$ cat src/rtl/mem_block_mover.sv
// mem_block_mover: memory FILL / COPY_UP / COPY_DOWN engine driving a single-port combinational-read RAM
module mem_block_mover #(
  parameter int ADDR_W = 8,
  parameter int DATA_W = 8
) (
  input  logic              clk,
  input  logic              rst,
  input  logic              start,
  input  logic [1:0]        mode,
  input  logic [ADDR_W-1:0] src_addr,
  input  logic [ADDR_W-1:0] dst_addr,
  input  logic [ADDR_W:0]   length,
  input  logic [DATA_W-1:0] fill_value,
  output logic              busy,
  output logic              done,
  output logic              error,
  output logic              mem_write_enable,
  output logic [ADDR_W-1:0] mem_address,
  output logic [DATA_W-1:0] mem_wdata,
  input  logic [DATA_W-1:0] mem_rdata
);
  typedef enum logic [1:0] {IDLE, READ, WRITE, FIN} state_t;
  state_t state, state_n;
  logic [1:0] mode_r, mode_n;
  logic [ADDR_W-1:0] src_r, src_n, dst_r, dst_n, off, off_n, step;
  logic [ADDR_W:0] cnt, cnt_n;
  logic [DATA_W-1:0] fill_r, fill_n, wdata_n;
  logic [ADDR_W-1:0] addr_n;
  logic busy_n, done_n, error_n, we_n;
  assign step = (mode_r == 2'b10) ? off - 1'b1 : off + 1'b1;
  // Outputs are computed from the next state so that they appear registered in the cycle they describe.
  always_comb begin
    state_n = state;
    mode_n = mode_r;
    src_n = src_r;
    dst_n = dst_r;
    fill_n = fill_r;
    cnt_n = cnt;
    off_n = off;
    done_n = 1'b0;
    error_n = 1'b0;
    we_n = 1'b0;
    addr_n = '0;
    wdata_n = mem_wdata;
    case (state)
      IDLE: if (start) begin
        mode_n = mode;
        src_n = src_addr;
        dst_n = dst_addr;
        fill_n = fill_value;
        cnt_n = length;
        off_n = (mode == 2'b10) ? ADDR_W'(length - 1'b1) : '0;
        if (mode == 2'b11) error_n = 1'b1;
        else if (length == '0) begin
          state_n = FIN;
          done_n = 1'b1;
        end else if (mode == 2'b00) begin
          state_n = WRITE;
          we_n = 1'b1;
          addr_n = dst_addr;
          wdata_n = fill_value;
        end else begin
          state_n = READ;
          addr_n = src_addr + off_n;
        end
      end
      READ: begin
        state_n = WRITE;
        we_n = 1'b1;
        addr_n = dst_r + off;
        wdata_n = mem_rdata;
      end
      WRITE: begin
        cnt_n = cnt - 1'b1;
        off_n = step;
        if (cnt == (ADDR_W+1)'(1)) begin
          state_n = FIN;
          done_n = 1'b1;
        end else if (mode_r == 2'b00) begin
          we_n = 1'b1;
          addr_n = dst_r + step;
          wdata_n = fill_r;
        end else begin
          state_n = READ;
          addr_n = src_r + step;
        end
      end
      default: state_n = IDLE;
    endcase
    busy_n = (state_n == READ) || (state_n == WRITE);
  end
  always_ff @(posedge clk) begin
    if (rst) begin
      state <= IDLE;
      mode_r <= '0;
      src_r <= '0;
      dst_r <= '0;
      fill_r <= '0;
      cnt <= '0;
      off <= '0;
      busy <= 1'b0;
      done <= 1'b0;
      error <= 1'b0;
      mem_write_enable <= 1'b0;
      mem_address <= '0;
      mem_wdata <= '0;
    end else begin
      state <= state_n;
      mode_r <= mode_n;
      src_r <= src_n;
      dst_r <= dst_n;
      fill_r <= fill_n;
      cnt <= cnt_n;
      off <= off_n;
      busy <= busy_n;
      done <= done_n;
      error <= error_n;
      mem_write_enable <= we_n;
      mem_address <= addr_n;
      mem_wdata <= wdata_n;
    end
  end
endmodule
$ cat config.mk
export PLATFORM = sky130hd
export DESIGN_NAME = mem_block_mover
export DESIGN_NICKNAME = d
export VERILOG_FILES = /design/src/rtl/mem_block_mover.sv
export SDC_FILE = /design/constraint.sdc
export NUM_CORES = 1
export LEC_CHECK = 0
export CELL_PAD_IN_SITES_DETAIL_PLACEMENT = 0
export CELL_PAD_IN_SITES_GLOBAL_PLACEMENT = 1
export CORE_ASPECT_RATIO = 0.7
export CORE_MARGIN = 2
export CORE_UTILIZATION = 43
export CTS_CLUSTER_SIZE = 28
export DETAILED_ROUTE_END_ITERATION = 16
export PLACE_DENSITY = 0.91
export SLEW_MARGIN = 5
export SYNTH_ARGS = -nofsm -noshare
export SYNTH_HDL_FRONTEND = slang
export SYNTH_SLANG_ARGS = --single-unit
$ cat constraint.sdc
create_clock -name clk -period 9.1 [get_ports clk]
set_input_delay 1.365 -clock clk [delete_from_list [all_inputs] [get_ports clk]]
set_output_delay 1.365 -clock clk [all_outputs]
set_load 0.01 [all_outputs]
==> results by group <==
STA
  – Remaining max-slew budget at the tightest pin: 0.208
  – Setup_tns: 0 ps
  – Final cycle utilization of the critical path: 0.450
  – Min cycle time layout: 4100 ps
  – Pin slew with the least headroom to its limit: 1180 ps
  – RSZ-0062 raised after global routing: false
  – Final setup violation count: 0
  – Upper clock frequency limit: 0.244 GHz
  – Max Transition Viols Final: 0
  – Skew final: 4.98 ps
  – Count of final hold-check violations: 0
  – Final WS setup: 5000 ps

Clock network
  – Clock Tree Root: sky130_fd_sc_hd__clkbuf_16
  – Clock Sinks: 65
  – Clock network latency to the later pin of the worst-skew pair: 340 ps
  – Post_cts resized: 0
  – Clock transition at the register clock pins on the worst setup and hold paths after CTS: 50 ps
  – Depth of the CTS H-tree: 3
  – Number of buffers inserted by post-CTS setup repair: 0
  – Post-CTS Hold Buffers: 0
  – Clock tree from TritonCTS: built
  – Total clock buffers created by CTS: 9
  – Maximum count of clock buffers along a single path: 2

Logic synthesis
  – Number of flops mapped to enable cells by yosys: 0
  – Main flop type after synthesis: sky130_fd_sc_hd__dfxtp_1
  – Most frequent cells after synthesis: 82 x sky130_fd_sc_hd__nand2_1, 67 x sky130_fd_sc_hd__a21oi_1, 65 x sky130_fd_sc_hd__dfxtp_1
  – Cell variety after synth: 56
  – Warnings from Yosys: 0
  – Leading area contributor after synthesis: sky130_fd_sc_hd__dfxtp_1
  – Avg Cell Area, Syn: 7.79 um^2
  – Most numerous cell in the Yosys netlist: sky130_fd_sc_hd__nand2_1
  – Area share of the leading cell type in the synthesized netlist: 0.306
  – FFs w/ async S/R, synth: 0
  – Area of the mapped netlist: 4250 um^2
  – Synthesized netlist cell count: 545
  – Flops & latches, synth: 65
  – Syn_nets: 623
  – Portion of the post-synthesis area used by sequential elements: 0.306
  – Top cells by area in the synthesized netlist: sky130_fd_sc_hd__dfxtp_1 31%, sky130_fd_sc_hd__ha_1 8.5%, sky130_fd_sc_hd__a21oi_1 7.9%

Global routing
  – Maximum number of pins on one net before global-route repair: 56
  – Total routing usage reported by global routing: 0.255
  – Number of global-route vias before repair: 3967
  – Congestion Overflow GR: 0
  – First-pass GRT wire length: 20800 um
  – Number of antenna violations at the first check in global routing: 0

Route
  – Routed Wire Length: 13100 um
  – Initial DRT Pass Iterations: 5
  – Final routed wire length divided by cell count: 18.0 um
  – Mean number of vias per cell: 5.72
  – Vias: 4178
  – DR iter-0 viols: 324
  – ANT nets after route: 0
  – DRC errors left: 0

Hold path
  – Instance count along the most critical hold path: 2
  – Hold Crit Class: reg2reg

Finish
  – Antenna diode count: 0
  – Fraction of final layout cells sized beyond drive strength 1: 0.0581
  – Utilization after layout: 0.548
  – Cell area after layout: 5290 um^2
  – Number of nets in the final layout: 675
  – Area added between synthesis and finish: 24.4%

Placed design
  – Dpl cell area: 4960 um^2
  – Place WS: 4700 ps
  – Routability congestion estimate from global placement: 0.901
  – Hpwl dp: 9480 um
  – # port buffers: 65

Run status
  – Status: finished clean

Setup path
  – Cell family contributing the most delay on the critical path: compound AO/OA/AOI/OAI gates
  – Crit path launch type: primary input
  – Top cell by count, worst path: sky130_fd_sc_hd__nor2_1
  – CP max FO: 12
  – Type of destination of the critical path: flip-flop
  – Stage delay of the slowest cell on the critical path: 580 ps
  – Slowest library cell on the worst path: sky130_fd_sc_hd__clkdlybuf4s50_1
  – Category of the most critical setup path: in2reg
  – Critical Path, Cell by Cell: clkdlybuf4s50_1, nand2b_1, nor2_1, ha_1, fa_1, a21o_1, a21oi_1, o21ai_0, xor2_1, a22o_1, a222oi_1, nor2_1
  – R2r setup slk: 5640 ps
  – Critical path depth in cells: 12
  – Buffers and inverters on the worst path: 1
  – Critical Path AT: 4320 ps
  – Register-to-Register Path Depth: 11
  – CP required: 9320 ps

Flow run
  – Number of max-capacitance violations reported: 0

Floorplanning
  – Die outline area: 10700 um^2
  – Width of the die: 123 um
  – Area inside the core boundary: 9650 um^2
  – Boundary pin count: 66
  – Effective utilization at floorplan: 0.440
  – Placement Rows: 30
  – Height of the die: 87.2 um

Pwr
  – Power density relative to cell area: 214 nW/um^2
  – Peak VDD IR: 116 uV
  – Final total power: 1.13 mW
  – Leakage power of the design: 2.16 nW
per-stage QoR:
step           std cells  hold WS, ps
3_5_place_dp         714          450
6_report             730          457
5_1_grt              730          479
3_3_place_gp         714          443
4_1_cts              730          457
2_1_floorplan        545          434
metal layers:
| layer | vias up | GRT usage | wire length, um |
|---|---|---|---|
| li1 | 2032 | - | - |
| met1 | 1949 | 0.351 | 5870 |
| met2 | 179 | 0.390 | 5780 |
| met3 | 18 | 0.0713 | 1270 |
| met4 | 0 | 0.0752 | 190 |
| met5 | - | 0 | 0 |
worst paths after layout:
path              startpoint              to
setup / recovery     mode[0]  mem_address[6]
setup reg to reg   mode_r[0]  mem_address[7]
hold / removal     fill_r[5]       fill_r[5]
hold reg to reg    fill_r[5]       fill_r[5]
flip-flops by register name, indices dropped and copies added, names as in the netlist:
name,flops
dst_r,8
state,2
src_r,8
cnt,9
fill_r,8
off,8
mem_wdata,8
mem_address,8
mem_write_enable,1
done,1
busy,1
error,1
mode_r,2
cells by family after synthesis:
group / Yosys count / share of synthesized area
xor+xnor: 32 / 0.0660
buf+inv: 46 / 0.0451
fa+ha+maj: 32 / 0.0996
mux: 22 / 0.0536
simple gates: 194 / 0.200
compound gates: 154 / 0.229
flops: 65 / 0.306
tightest hold or removal path, delay by kind of cell, from the launching register on:
family	cells	cell delay, ps
DFF	1	310
and+or+nand+nor	1	50
AOI/OAI and AO/OA	1	50
final cells by class:
class                   count  area (um^2)
fillers                   913         4360
clock buffers              10          229
well taps                 128          160
multi-input cells         434         2760
clock inverters             6         92.6
inverters                  17         63.8
flip-flops and latches     65         1300
repair buffers             70          683
report_power, final:
group	internal (mW)	switching, mW
logic	0.171	0.225
registers	0.325	0.0342
clock network	0.241	0.137
placed cells by master, fill, tap and decap left out, types with 16 or more instances in the layout:
| cell type | count |
|---|---|
| sky130_fd_sc_hd__ha_1 | 29 |
| sky130_fd_sc_hd__clkdlybuf4s50_1 | 64 |
| sky130_fd_sc_hd__inv_1 | 16 |
| sky130_fd_sc_hd__mux2i_1 | 16 |
| sky130_fd_sc_hd__dfxtp_1 | 65 |
| sky130_fd_sc_hd__xnor2_1 | 21 |
| sky130_fd_sc_hd__nand2_1 | 82 |
| sky130_fd_sc_hd__nor2_1 | 63 |
| sky130_fd_sc_hd__a21oi_1 | 67 |
| sky130_fd_sc_hd__nor3_1 | 17 |
Power figures use the tool's default switching activity.
